File: src/rtl/crc_stream_feeder.sv
// crc_stream_feeder
//   Avalon-MM bus-master engine that walks a memory buffer word by word and
//   streams it into the CRC component's slave: init write, data writes
//   (byteenable 1111 / 0011 / 0001), then a result read. The captured result
//   is exposed through a 4-word CSR slave with an optional level interrupt.
//
// Ports
//   clk, reset            system clock, asynchronous active-high reset
//   csr_*                 CSR slave: 0 START_ADDR, 1 LENGTH, 2 CTRL/STATUS, 3 RESULT
//   irq                   done & irq_en
//   m_*                   read master (word aligned, one read outstanding)
//   crc_*                 write/read master into the CRC component slave
module crc_stream_feeder #(
    parameter int ADDR_W = 32,
    parameter int LEN_W  = 24
) (
    input  logic              clk,
    input  logic              reset,
    input  logic [1:0]        csr_address,
    input  logic              csr_write,
    input  logic [31:0]       csr_writedata,
    input  logic              csr_read,
    output logic [31:0]       csr_readdata,
    output logic              irq,
    output logic [ADDR_W-1:0] m_address,
    output logic              m_read,
    input  logic              m_waitrequest,
    input  logic [31:0]       m_readdata,
    input  logic              m_readdatavalid,
    output logic [2:0]        crc_address,
    output logic [31:0]       crc_writedata,
    output logic [3:0]        crc_byteenable,
    output logic              crc_write,
    output logic              crc_read,
    output logic              crc_chipselect,
    input  logic [31:0]       crc_readdata
);

    typedef enum logic [2:0] {
        IDLE, INIT, RD_REQ, RD_WAIT, FEED, FEED_TAIL, RES_RD, RES_CAP
    } state_t;

    state_t              state_q, state_d;
    logic [ADDR_W-1:0]   start_addr_q, start_addr_d;
    logic [LEN_W-1:0]    length_q, length_d;
    logic                irq_en_q, irq_en_d;
    logic                done_q, done_d;
    logic [31:0]         result_q, result_d;
    logic [ADDR_W-1:0]   addr_q, addr_d;
    logic [LEN_W-1:0]    rem_q, rem_d;
    logic [31:0]         word_q, word_d;

    // Bus outputs are registered, computed from the next state.
    logic                m_read_q, m_read_d;
    logic [ADDR_W-1:0]   m_address_q, m_address_d;
    logic                crc_write_q, crc_write_d;
    logic                crc_read_q, crc_read_d;
    logic [2:0]          crc_address_q, crc_address_d;
    logic [3:0]          crc_byteenable_q, crc_byteenable_d;
    logic [31:0]         crc_writedata_q, crc_writedata_d;

    logic busy;
    logic wr_start, wr_len, wr_ctrl, go;

    // CSR reads are combinational and side-effect free, so the strobe is not needed.
    logic unused_csr_read;
    assign unused_csr_read = csr_read;

    assign busy     = (state_q != IDLE);
    assign wr_start = csr_write && (csr_address == 2'd0) && !busy;
    assign wr_len   = csr_write && (csr_address == 2'd1) && !busy;
    assign wr_ctrl  = csr_write && (csr_address == 2'd2);
    assign go       = wr_ctrl && csr_writedata[0] && !busy;

    always_comb begin
        state_d          = state_q;
        start_addr_d     = start_addr_q;
        length_d         = length_q;
        irq_en_d         = irq_en_q;
        done_d           = done_q;
        result_d         = result_q;
        addr_d           = addr_q;
        rem_d            = rem_q;
        word_d           = word_q;
        m_read_d         = 1'b0;
        m_address_d      = '0;
        crc_write_d      = 1'b0;
        crc_read_d       = 1'b0;
        crc_address_d    = 3'd0;
        crc_byteenable_d = 4'b0000;
        crc_writedata_d  = 32'h0;

        if (wr_start) start_addr_d = {csr_writedata[ADDR_W-1:2], 2'b00};
        if (wr_len)   length_d     = csr_writedata[LEN_W-1:0];
        if (wr_ctrl) begin
            irq_en_d = csr_writedata[1];
            if (csr_writedata[2]) done_d = 1'b0;
        end

        case (state_q)
            IDLE: begin
                if (go) begin
                    addr_d  = start_addr_q;
                    rem_d   = length_q;
                    done_d  = 1'b0;
                    state_d = INIT;
                end
            end
            INIT:    state_d = (rem_q != '0) ? RD_REQ : RES_RD;
            RD_REQ:  if (!m_waitrequest) state_d = RD_WAIT;
            RD_WAIT: begin
                if (m_readdatavalid) begin
                    word_d  = m_readdata;
                    state_d = FEED;
                end
            end
            FEED: begin
                if (rem_q >= LEN_W'(4)) begin
                    rem_d   = rem_q - LEN_W'(4);
                    addr_d  = addr_q + ADDR_W'(4);
                    state_d = (rem_q == LEN_W'(4)) ? RES_RD : RD_REQ;
                end else if (rem_q == LEN_W'(3)) begin
                    // Third byte goes out alone from lane 2 in FEED_TAIL.
                    rem_d   = '0;
                    state_d = FEED_TAIL;
                end else begin
                    rem_d   = '0;
                    state_d = RES_RD;
                end
            end
            FEED_TAIL: state_d = RES_RD;
            RES_RD:    state_d = RES_CAP;
            RES_CAP: begin
                result_d = crc_readdata;
                done_d   = 1'b1;
                state_d  = IDLE;
            end
            default:   state_d = IDLE;
        endcase

        case (state_d)
            INIT: begin
                crc_write_d   = 1'b1;
                crc_address_d = 3'd0;
            end
            RD_REQ: begin
                m_read_d    = 1'b1;
                m_address_d = addr_d;
            end
            FEED: begin
                // Entered only from RD_WAIT, so rem_q is the count for this word.
                crc_write_d      = 1'b1;
                crc_address_d    = 3'd1;
                crc_writedata_d  = word_d;
                crc_byteenable_d = (rem_q >= LEN_W'(4)) ? 4'b1111 :
                                   (rem_q >= LEN_W'(2)) ? 4'b0011 : 4'b0001;
            end
            FEED_TAIL: begin
                crc_write_d      = 1'b1;
                crc_address_d    = 3'd1;
                crc_writedata_d  = {24'h0, word_q[23:16]};
                crc_byteenable_d = 4'b0001;
            end
            RES_RD: begin
                crc_read_d    = 1'b1;
                crc_address_d = 3'd4;
            end
            default: ;
        endcase
    end

    always_ff @(posedge clk or posedge reset) begin
        if (reset) begin
            state_q          <= IDLE;
            start_addr_q     <= '0;
            length_q         <= '0;
            irq_en_q         <= 1'b0;
            done_q           <= 1'b0;
            result_q         <= 32'h0;
            addr_q           <= '0;
            rem_q            <= '0;
            word_q           <= 32'h0;
            m_read_q         <= 1'b0;
            m_address_q      <= '0;
            crc_write_q      <= 1'b0;
            crc_read_q       <= 1'b0;
            crc_address_q    <= 3'd0;
            crc_byteenable_q <= 4'b0000;
            crc_writedata_q  <= 32'h0;
        end else begin
            state_q          <= state_d;
            start_addr_q     <= start_addr_d;
            length_q         <= length_d;
            irq_en_q         <= irq_en_d;
            done_q           <= done_d;
            result_q         <= result_d;
            addr_q           <= addr_d;
            rem_q            <= rem_d;
            word_q           <= word_d;
            m_read_q         <= m_read_d;
            m_address_q      <= m_address_d;
            crc_write_q      <= crc_write_d;
            crc_read_q       <= crc_read_d;
            crc_address_q    <= crc_address_d;
            crc_byteenable_q <= crc_byteenable_d;
            crc_writedata_q  <= crc_writedata_d;
        end
    end

    always_comb begin
        csr_readdata = 32'h0;
        case (csr_address)
            2'd0:    csr_readdata[ADDR_W-1:0] = start_addr_q;
            2'd1:    csr_readdata[LEN_W-1:0]  = length_q;
            2'd2:    csr_readdata[2:0]        = {irq_en_q, done_q, busy};
            default: csr_readdata             = result_q;
        endcase
    end

    assign irq            = done_q & irq_en_q;
    assign m_read         = m_read_q;
    assign m_address      = m_address_q;
    assign crc_write      = crc_write_q;
    assign crc_read       = crc_read_q;
    assign crc_chipselect = crc_write_q | crc_read_q;
    assign crc_address    = crc_address_q;
    assign crc_byteenable = crc_byteenable_q;
    assign crc_writedata  = crc_writedata_q;

endmodule

File: config.mk
export PLATFORM = sky130hd
export DESIGN_NAME = crc_stream_feeder
export DESIGN_NICKNAME = d
export VERILOG_FILES = /design/src/rtl/crc_stream_feeder.sv
export SDC_FILE = /design/constraint.sdc
export NUM_CORES = 1
export LEC_CHECK = 0
export BUFFER_PORTS_ARGS = -buffer_cell sky130_fd_sc_hd__buf_4
export CAP_MARGIN = 15
export CORE_MARGIN = 2
export CORE_UTILIZATION = 55
export DETAILED_ROUTE_END_ITERATION = 8
export GPL_ROUTABILITY_DRIVEN = 0
export PLACE_DENSITY = 0.9
export SETUP_SLACK_MARGIN = 0.02
export SLEW_MARGIN = 30
export SYNTH_ARGS = -nofsm -noshare
export SYNTH_HDL_FRONTEND = slang
export SYNTH_SLANG_ARGS = --single-unit
File: constraint.sdc
create_clock -name clk -period 10.9 [get_ports clk]
set_input_delay 2.18 -clock clk [delete_from_list [all_inputs] [get_ports clk]]
set_output_delay 2.18 -clock clk [all_outputs]
set_load 0.02 [all_outputs]
==> results.tsv, run 1 <==
stage	metric	value	unit
synthesis	Netlist cell types	66	
worst_setup_path	FF-to-FF setup slack	7.37	ns
worst_setup_path	WS Path Type	in2out	
global_routing	GRT overflow	0	
clocking	Clock Tree Root	clkbuf_16	
clocking	htree depth	1	
sta	clk_skew	0.0192	ns
cells_and_area	most common cell after layout, fill and taps aside	dfrtp_1	
clocking	sinks on the clock net	226	
clocking	number of setup buffers added after CTS	0	
die	Core ar.	18700	um2
power	PD cells	269	nW/um2
worst_hold_path	HP Class	reg2reg	
global_routing	gr usage total	30.8	%
flow_run	max_cap viols	0	
cells_and_area	P&R area growth vs syn	23.9	%
power	Design Power	3.50	mW
power	Peak VDD IR	0.169	mV
sta	Tmin final	5.98	ns
synthesis	EDFF count, synth	0	
sta	Final Hold Fails	0	
die	Ports	212	
sta	worst setup margin	4.92	ns
sta	# setup viols final	0	
sta	Final period util	54.9	%
cells_and_area	FILL cells	1284	
detailed_routing	# DRC	0	
clocking	hold_buf cts	0	
detailed_routing	average wire per standard cell	23.0	um
detailed_routing	via count	9068	
synthesis	top post-synthesis cells by area	dfrtp_1 (54%), mux2_2 (12%), a22o_1 (3.7%)	
synthesis	Yosys reg bits	226	
die	FP Rows	50	
sta	final setup TNS	0	ns
detailed_routing	Routed Antenna Nets	0	
die	chip height	142	um
worst_setup_path	Max FO, Critical Path	30	
cells_and_area	share of cells above drive strength 1	34.5	%
detailed_routing	First-pass DRT Iterations	6	
sta	Slew Limit Headroom	28.6	%
synthesis	asr flop ratio synth	100	%
detailed_routing	vias per cell	6.65	
die	DIE AREA	20200	um2
placement	Detail Placement HPWL	20.9	mm
synthesis	Seq/Total Area, Yosys	53.9	%
worst_setup_path	crit path DAT	3.80	ns
worst_setup_path	reg2reg start	rem_q[5]	
clocking	TritonCTS clock tree	done	
synthesis	Mapped Nets	1040	
cells_and_area	commonest cells after routing, fill and taps aside	dfrtp_1 (226), buf_4 (221), mux2_2 (110), nand2_1 (84), and2_1 (48)	
synthesis	cell area after synthesis	10500	um2
sta	worst slew pin tran	1.07	ns
die	Die Span X	142	um
worst_setup_path	Crit. End Element	primary output	
detailed_routing	Routed WL	31.4	mm
clocking	CTS Buffer Depth	3	
cells_and_area	Nets	1219	
synthesis	area leader, netlist	dfrtp_1	
clocking	Reg clk slew, reported paths	0.06	ns
power	Leak	6.08	nW
worst_hold_path	hold path start	word_q[21]	
synthesis	mean post-synth cell area	11.2	um2
cells_and_area	# diodes	0	
sta	RSZ-0062 raised after global routing	no	
worst_setup_path	Critical Path Start	csr_address[1]	
clocking	Num CTS Buffers	24	
status	run status	finished clean	
sta	Final Max Tran Viols	0	
sta	Worst Hold Slack	0.477	ns
worst_setup_path	Setup crit start kind	input port	
placement	PortBufs	209	
clocking	post-CTS resize count	0	
synthesis	top-area cell type share of the netlist area	53.9	%
die	Starting Density	56.1	%
placement	Setup WS pre-CTS	4.95	ns
global_routing	initial antenna violation count	0	
synthesis	post-synthesis cell count	933	
synthesis	YS warnings	0	
synthesis	Synth Flop Type	dfrtp_1	
sta	Max Fclk	0.167	GHz
global_routing	vias in the first global route	9041	
clocking	Clk Latency, worst-skew pair	0.52	ns
worst_setup_path	Critical Path RT	8.72	ns
global_routing	first-pass GRT wire length	48.8	mm
global_routing	largest net degree at the start of global routing	115	
detailed_routing	DRT iter0 DRCs	1070	
## power breakdown
group,internal (mW),leakage (nW),switching (mW)
registers,1.14,2.85,0.295
logic,0.555,2.81,0.660
clock network,0.519,0.417,0.329
## worst max-delay path, cell delays in order
cell    delay (ns)
buf_4         0.25
nor2_2        0.59
buf_4         0.37
a22o_1        0.22
buf_4         0.15
## flip-flops by register name, summed over array words and instances, names as in the netlist
| name | cells |
|---|---|
| addr_q | 32 |
| crc_address | 2 |
| crc_byteenable | 2 |
| crc_read | 1 |
| crc_write | 1 |
| crc_writedata | 32 |
| done_q | 1 |
| irq_en_q | 1 |
| length_q | 24 |
| m_address | 32 |
| m_read | 1 |
| rem_q | 24 |
| result_q | 32 |
| start_addr_q | 30 |
| state_q | 3 |
| word_q | 8 |
## per-stage QoR
stage	cell area, um2	utilization, %	instances
finish	13000	69.5	1364
detailed placement	12200	65.0	1320
global placement	12200	65.0	1320
CTS	13000	69.5	1364
global route	13000	69.5	1364
floorplan	10500	-	933
## metal layers
layer	vias up	track usage, %	routed length (um)
met5	-	0	0
met4	0	16.5	2050
met3	158	7.97	3620
met2	671	50.5	14600
met1	4409	37.6	11100
li1	3830	-	-
## worst paths after layout
kind	cells after the start	end
max	5	csr_readdata[29]
min	1	word_q[21]
max reg2reg	7	m_address[25]
min reg2reg	1	word_q[21]
max in group asynchronous	3	result_q[20]
min in group asynchronous	2	m_address[9]
## final cells by class
type	instances	area (um2)	area share, %
Inverter	11	48.8	0.375
Tap cell	234	293	2.25
Sequential cell	226	5660	43.5
Clock inverter	8	92.6	0.712
Timing Repair Buffer	221	1660	12.8
Multi-Input combinational cell	628	4510	34.7
Clock buffer	36	747	5.75
## synth_stat cells (all sizes together), types with 5 or more instances
library cell and instances:
inv 10, nor2 32, o311ai 16, o211ai 13
and2 48, nor3 23, nand3 34, and3 6
o21ai 28, a21oi 23, o41ai 7, nand4 9
a21o 10, or3 8, a22o 44, dfrtp 226
nand2 85, clkbuf 53, a22oi 11, and4 7
o22ai 9, o22a 5, nor4 13, a32oi 6
or4 6, mux2 110, a211oi 6, buf 15
or2 6, a31oi 9
## logic make-up after synthesis
group                    count (synthesis)  share of synthesized area, %
flip-flops                             226                          53.9
adder cells (fa/ha/maj)                  3                         0.358
AO/OA/AOI/OAI                          215                          15.5
multiplexers                           114                          12.3
buffers and inverters                   79                          3.28
other                                    1                        0.0357
AND/OR/NAND/NOR                        295                          14.7
(Power assumes the default switching activity.)
==> run 2, diff against run 1 <==
Settings changed: ABC_AREA set to 1, CORE_UTILIZATION 55 to 56, PLACE_DENSITY 0.9 to 0.91.
Clock period 10.9 ns to 6.2 ns, I/O delays scaled along.
==> results.tsv, run 2 <==
stage	metric	value	unit	change
die	DIE AREA	21000	um2	+4.2%
power	Design Power	6.12	mW	+75%
placement	PortBufs	209		unchanged
worst_setup_path	WS Path Type	in2out		
detailed_routing	Routed WL	31.0	mm	-1.4%
sta	clk_skew	0.0114	ns	-0.00780 ns
die	Starting Density	57.1	%	+0.96 points
worst_setup_path	crit path DAT	2.85	ns	-0.95 ns
cells_and_area	most common cell after layout, fill and taps aside	nand2_1		
die	Die Span X	145	um	+2.1%
clocking	hold_buf cts	0		unchanged
sta	Slew Limit Headroom	52.9	%	+24 points
worst_setup_path	Crit. End Element	primary output		
worst_setup_path	Setup crit start kind	input port		
sta	RSZ-0062 raised after global routing	no		
synthesis	Synth Flop Type	dfrtp_1		
sta	worst slew pin tran	0.705	ns	-0.360 ns
global_routing	GRT overflow	0		unchanged
global_routing	vias in the first global route	9771		+8.1%
detailed_routing	DRT iter0 DRCs	1319		+23%
synthesis	cell area after synthesis	11100	um2	+6.2%
synthesis	Yosys reg bits	226		unchanged
worst_hold_path	HP Class	reg2reg		
clocking	post-CTS resize count	0		unchanged
clocking	Clock Tree Root	clkbuf_16		
power	PD cells	449	nW/um2	+67%
clocking	htree depth	1		unchanged
detailed_routing	# DRC	0		unchanged
sta	Tmin final	4.09	ns	
worst_setup_path	slowest stage delay, CP	0.50	ns	-0.09 ns
sta	Final period util	65.9	%	
detailed_routing	via count	10300		+13%
sta	final setup TNS	0	ns	unchanged
cells_and_area	multi-input gate area in the final layout	4400	um2	-2.4%
synthesis	top-area cell type share of the netlist area	50.8	%	-3.1 points
flow_run	max_cap viols	0		unchanged
die	chip height	145	um	+2.1%
clocking	number of setup buffers added after CTS	0		unchanged
sta	Worst Hold Slack	0.471	ns	-0.00613 ns
clocking	Clk Latency, worst-skew pair	0.52	ns	about the same
global_routing	initial antenna violation count	2		+2
clocking	CTS Buffer Depth	3		unchanged
synthesis	YS warnings	0		unchanged
placement	Detail Placement HPWL	21.6	mm	+3.1%
synthesis	post-synthesis cell count	1407		+51%
detailed_routing	average wire per standard cell	16.5	um	-28%
sta	Final Hold Fails	0		unchanged
global_routing	largest net degree at the start of global routing	195		+70%
synthesis	Netlist cell types	45		-32%
cells_and_area	P&R area growth vs syn	22.3	%	
clocking	sinks on the clock net	226		unchanged
cells_and_area	register cell area after layout	5660	um2	unchanged
status	run status	finished clean		
die	Core ar.	19500	um2	+4.4%
cells_and_area	FILL cells	1441		+12%
worst_setup_path	crit-path cells	buf_4, nand2_1, inv_1, nand2_1, o221ai_1, buf_4		
worst_setup_path	Max FO, Critical Path	17		-43%
synthesis	asr flop ratio synth	100	%	unchanged
synthesis	mean post-synth cell area	7.92	um2	-30%
cells_and_area	share of cells above drive strength 1	19.7	%	-15 points
synthesis	area leader, netlist	dfrtp_1		
detailed_routing	First-pass DRT Iterations	8		+2
sta	# setup viols final	0		unchanged
worst_setup_path	delay-heaviest family, CP	buffers and inverters		
die	Ports	212		unchanged
global_routing	first-pass GRT wire length	49.2	mm	+0.85%
sta	Max Fclk	0.245	GHz	
synthesis	EDFF count, synth	0		unchanged
placement	Post-Place Cell Area	12800	um2	+5.4%
worst_setup_path	Slowest-stage cell, CP	nand2_1		
power	Peak VDD IR	0.358	mV	+110%
synthesis	top post-synthesis cells by area	dfrtp_1 (51%), nand2_1 (13%), inv_1 (6.9%)		
sta	Final Max Tran Viols	0		unchanged
die	FP Rows	51		+2.0%
global_routing	gr usage total	28.9	%	-1.9 points
cells_and_area	commonest cells after routing, fill and taps aside	nand2_1 (377), dfrtp_1 (226), buf_4 (214), inv_1 (203), nor2_1 (178)		
clocking	Num CTS Buffers	23		-4.2%
power	Leak	7.25	nW	+19%
synthesis	Commonest cells post-synth	nand2_1 (378), dfrtp_1 (226), inv_1 (204), nor2_1 (179), o21ai_0 (72)		
cells_and_area	post-route cell area	13600	um2	+4.8%
worst_setup_path	number of buffers and inverters on the critical path	3		unchanged
detailed_routing	Routed Antenna Nets	0		unchanged
worst_setup_path	critical path depth	6		+1
detailed_routing	vias per cell	5.48		-18%
worst_setup_path	capturing point of the worst reg2reg path	m_address[10]		
synthesis	Seq/Total Area, Yosys	50.8	%	-3.1 points
worst_setup_path	Critical Path Start	csr_address[0]		
cells_and_area	Nets	1700		+39%
worst_setup_path	FF-to-FF path depth	10		+3
worst_setup_path	Critical Path RT	4.96	ns	-3.76 ns
worst_setup_path	FF-to-FF setup slack	3.46	ns	-3.91 ns
synthesis	Mapped Nets	1514		+46%
worst_setup_path	crit path to	csr_readdata[8]		
worst_setup_path	reg2reg start	state_q[1]		
clocking	TritonCTS clock tree	done		
synthesis	most frequent cell after synthesis	nand2_1		
clocking	Reg clk slew, reported paths	0.06	ns	about the same
-- run 2: cell types whose count changed in the layout (fill, tap and decap cells not counted), moves of 43 or more --
cell	previous run	this run
and2_1	48	0
nand2_1	84	377
a22o_1	44	1
mux2_2	110	17
o21ai_0	28	72
nor2_1	29	178
inv_1	8	203
-- run 2: worst min-delay path by stage --
stage                         start              end  slack, ns  cells after the start
finish                    addr_q[0]        addr_q[0]       0.47                      2
floorplan                 addr_q[0]        addr_q[0]       0.43                      2
CTS                       addr_q[0]        addr_q[0]       0.48                      2
detailed placement        addr_q[1]        addr_q[1]       0.45                      2
global placement          addr_q[1]        addr_q[1]       0.44                      2
global route        start_addr_q[9]  start_addr_q[9]       0.52                      2
-- run 2: cell families (layout without fill, tap and decap cells) --
logic type	Yosys count	count (layout)	share of synthesized area, %
compound gates	217	217	11.1
xor+xnor	29	29	2.28
fa+ha+maj	3	3	0.337
buf+inv	269	469	9.97
flops	226	226	50.8
mux	17	17	1.72
other cells	1	2	0.0337
simple gates	645	645	23.8
-- run 2: final cells by class --
type,instances,area share [%]
Sequential cell,226,41.5
Multi-Input combinational cell,912,32.3
Timing Repair Buffer,216,12.1
Inverter,214,5.96
Clock buffer,28,4.51
Tap cell,265,2.43
Clock inverter,11,1.14
Antenna cell,1,0.0184
-- run 2: routing by layer --
metal | vias to the layer above | wire length, um | global-route usage (%)
met5 | - | 0 | 0
met1 | 4791 | 11900 | 38.4
li1 | 4755 | - | -
met3 | 125 | 3610 | 6.86
met2 | 601 | 14100 | 45.7
met4 | 0 | 1440 | 12.6
-- run 2: where the power goes --
part / internal [mW] / switching (mW) / total [mW]
Clock: 0.867 / 0.572 / 1.44
Sequential: 1.99 / 0.415 / 2.41
Combinational: 0.791 / 1.49 / 2.28
-- run 2: per-stage QoR --
stage          util (%)  worst slack (ns)  cells
2_1_floorplan         -              2.01   1407
3_3_place_gp       65.6              2.23   1832
3_5_place_dp       65.6              2.20   1832
4_1_cts            69.6              2.20   1871
5_1_grt            69.8              2.01   1872
6_report           69.8              2.11   1873
-- run 2: worst register-to-register path, stage by stage, from the launching register on --
cell and delay, ns:
dfrtp_1 0.40, inv_1 0.11, nand2_1 0.16, nor2_2 0.34, inv_1 0.24, nor2_4 0.46, inv_2 0.31, o21ai_0 0.29
nand2_1 0.10, nor2_2 0.13, nor2_1 0.06
==> run 3, diff against run 2 <==
Settings changed: ABC_AREA 1 to 0, CORE_UTILIZATION 56 to 50, PLACE_DENSITY 0.91 to 0.87.
Clock period 6.2 ns to 3.5 ns, I/O delays scaled along.
==> results.tsv, run 3 (synthesized netlist as in run 1, its figures left out) <==
stage	metric	value	unit	change
sta	RSZ-0062 raised after global routing	no		
detailed_routing	DRT iter0 DRCs	1026		-22%
power	clock share of power	25.5	%	+2.0 points
cells_and_area	commonest cells after routing, fill and taps aside	buf_4 (240), dfrtp_1 (226), mux2_2 (110), nand2_1 (85), and2_1 (48)		
sta	Max Fclk	0.310	GHz	
detailed_routing	vias per cell	6.23		+14%
clocking	post-CTS resize count	0		unchanged
worst_setup_path	FF-to-FF path depth	7		-3
die	FP Rows	53		+3.9%
detailed_routing	average wire per standard cell	21.7	um	+32%
global_routing	gr usage total	27.8	%	-1.1 points
worst_setup_path	capturing point of the worst reg2reg path	m_address[17]		
global_routing	first-pass GRT wire length	48.5	mm	-1.5%
clocking	htree depth	1		unchanged
detailed_routing	First-pass DRT Iterations	9		+1
sta	worst slew pin tran	0.922	ns	+0.217 ns
sta	clk_skew	0.0280	ns	+0.0166 ns
clocking	Reg clk slew, reported paths	0.06	ns	about the same
sta	Final Hold Fails	0		unchanged
detailed_routing	via count	8875		-14%
power	Comb power frac	34.4	%	-2.8 points
global_routing	GRT overflow	0		unchanged
global_routing	initial antenna violation count	0		-2
detailed_routing	Routed Antenna Nets	0		unchanged
worst_setup_path	Critical Path RT	3.98	ns	-0.98 ns
cells_and_area	fin util	63.8	%	-6.0 points
die	DIE AREA	22200	um2	+5.3%
clocking	sinks on the clock net	226		unchanged
worst_setup_path	Critical Path Start	rem_q[6]		
power	cell-internal power	7.09	mW	+94%
sta	worst setup margin	0.272	ns	-1.84 ns
clocking	TritonCTS clock tree	done		
cells_and_area	most common cell after layout, fill and taps aside	buf_4		
power	Peak VDD IR	0.460	mV	+28%
clocking	Num CTS Buffers	24		+4.3%
clocking	number of setup buffers added after CTS	0		unchanged
clocking	CTS Buffer Depth	3		unchanged
power	register share of total power	40.2	%	+0.9 points
placement	Post-Place Cell Area	12400	um2	-3.3%
die	Ports	212		unchanged
placement	Setup WS pre-CTS	0.452	ns	-1.75 ns
worst_setup_path	Crit. End Element	flip-flop		
cells_and_area	share of cells above drive strength 1	35.4	%	+16 points
die	Starting Density	50.4	%	-6.7 points
power	Leak	6.20	nW	-14%
detailed_routing	# DRC	0		unchanged
placement	number of placed instances, taps included	1382		-25%
cells_and_area	Finished Layout Cells	1425		-24%
worst_setup_path	FF-to-FF setup slack	0.27	ns	-3.19 ns
worst_setup_path	reg2reg start	rem_q[6]		
worst_setup_path	Max FO, Critical Path	9		-8
cells_and_area	P&R area growth vs syn	26.5	%	
clocking	Clk Latency, worst-skew pair	0.54	ns	+0.02 ns
power	Net Sw Frac	36.3	%	-4.1 points
clocking	Clock Tree Root	clkbuf_16		
sta	Slew Limit Headroom	38.3	%	-15 points
die	chip height	149	um	+2.6%
power	Design Power	11.1	mW	+82%
cells_and_area	# diodes	0		-1
cells_and_area	post-route cell area	13300	um2	-2.5%
die	Core ar.	20800	um2	+6.6%
worst_setup_path	crit path DAT	3.71	ns	+0.86 ns
die	Die Span X	149	um	+2.6%
global_routing	vias in the first global route	8878		-9.1%
global_routing	largest net degree at the start of global routing	94		-52%
worst_setup_path	Setup crit start kind	flip-flop		
worst_hold_path	HP Class	in2async		
status	run status	finished clean		
placement	Detail Placement HPWL	21.5	mm	-0.24%
power	PD cells	839	nW/um2	+87%
cells_and_area	Nets	1240		-27%
worst_setup_path	WS Path Type	reg2reg		
power	Sw Pwr	4.04	mW	+63%
sta	Final period util	92.2	%	
sta	Tmin final	3.23	ns	
sta	final setup TNS	0	ns	unchanged
detailed_routing	Routed WL	31.0	mm	about the same
sta	# setup viols final	0		unchanged
placement	PortBufs	209		unchanged
sta	Worst Hold Slack	0.227	ns	-0.243 ns
clocking	hold_buf cts	0		unchanged
sta	Final Max Tran Viols	0		unchanged
flow_run	max_cap viols	0		unchanged
## run 3: cell type report
cell class	count	area (um2)
repair buffers	242	1840
fillers	1524	7540
inverters	11	45.0
multi-input cells	628	4500
flip-flops and latches	226	5660
clock buffers	29	639
well taps	275	344
clock inverters	14	254
## run 3: power by group through the flow
stage	clock network, mW	registers, mW	logic [mW]
floorplan	0	4.31	2.45
global placement	0	4.40	3.61
detailed placement	0	4.44	3.75
CTS	2.86	4.43	3.79
global route	2.96	4.55	4.11
finish	2.84	4.47	3.83
## run 3: worst max path at each step
stage,to,slack [ns],depth (start not counted)
finish,m_address[17],0.27,7
CTS,m_address[17],0.20,7
global placement,m_address[17],0.55,7
global route,m_address[19],0.08,7
floorplan,addr_q[0],-0.15,1
detailed placement,m_address[17],0.45,7
## run 3: critical path, stage by stage, from the launching register on
cell,delay [ns]
dfrtp_1,0.45
or4_4,0.62
nor4_1,0.45
a211o_1,0.28
buf_4,0.20
nand3_1,0.36
o311ai_1,0.60
and2_1,0.20
## run 3: layer usage
| metal | vias to the layer above | routed length, um | global-route usage [%] |
|---|---|---|---|
| met3 | 118 | 3220 | 6.36 |
| met1 | 4271 | 11400 | 34.9 |
| met2 | 625 | 14500 | 45.5 |
| met4 | 0 | 1790 | 13.7 |
| li1 | 3861 | - | - |
| met5 | - | 0 | 0 |
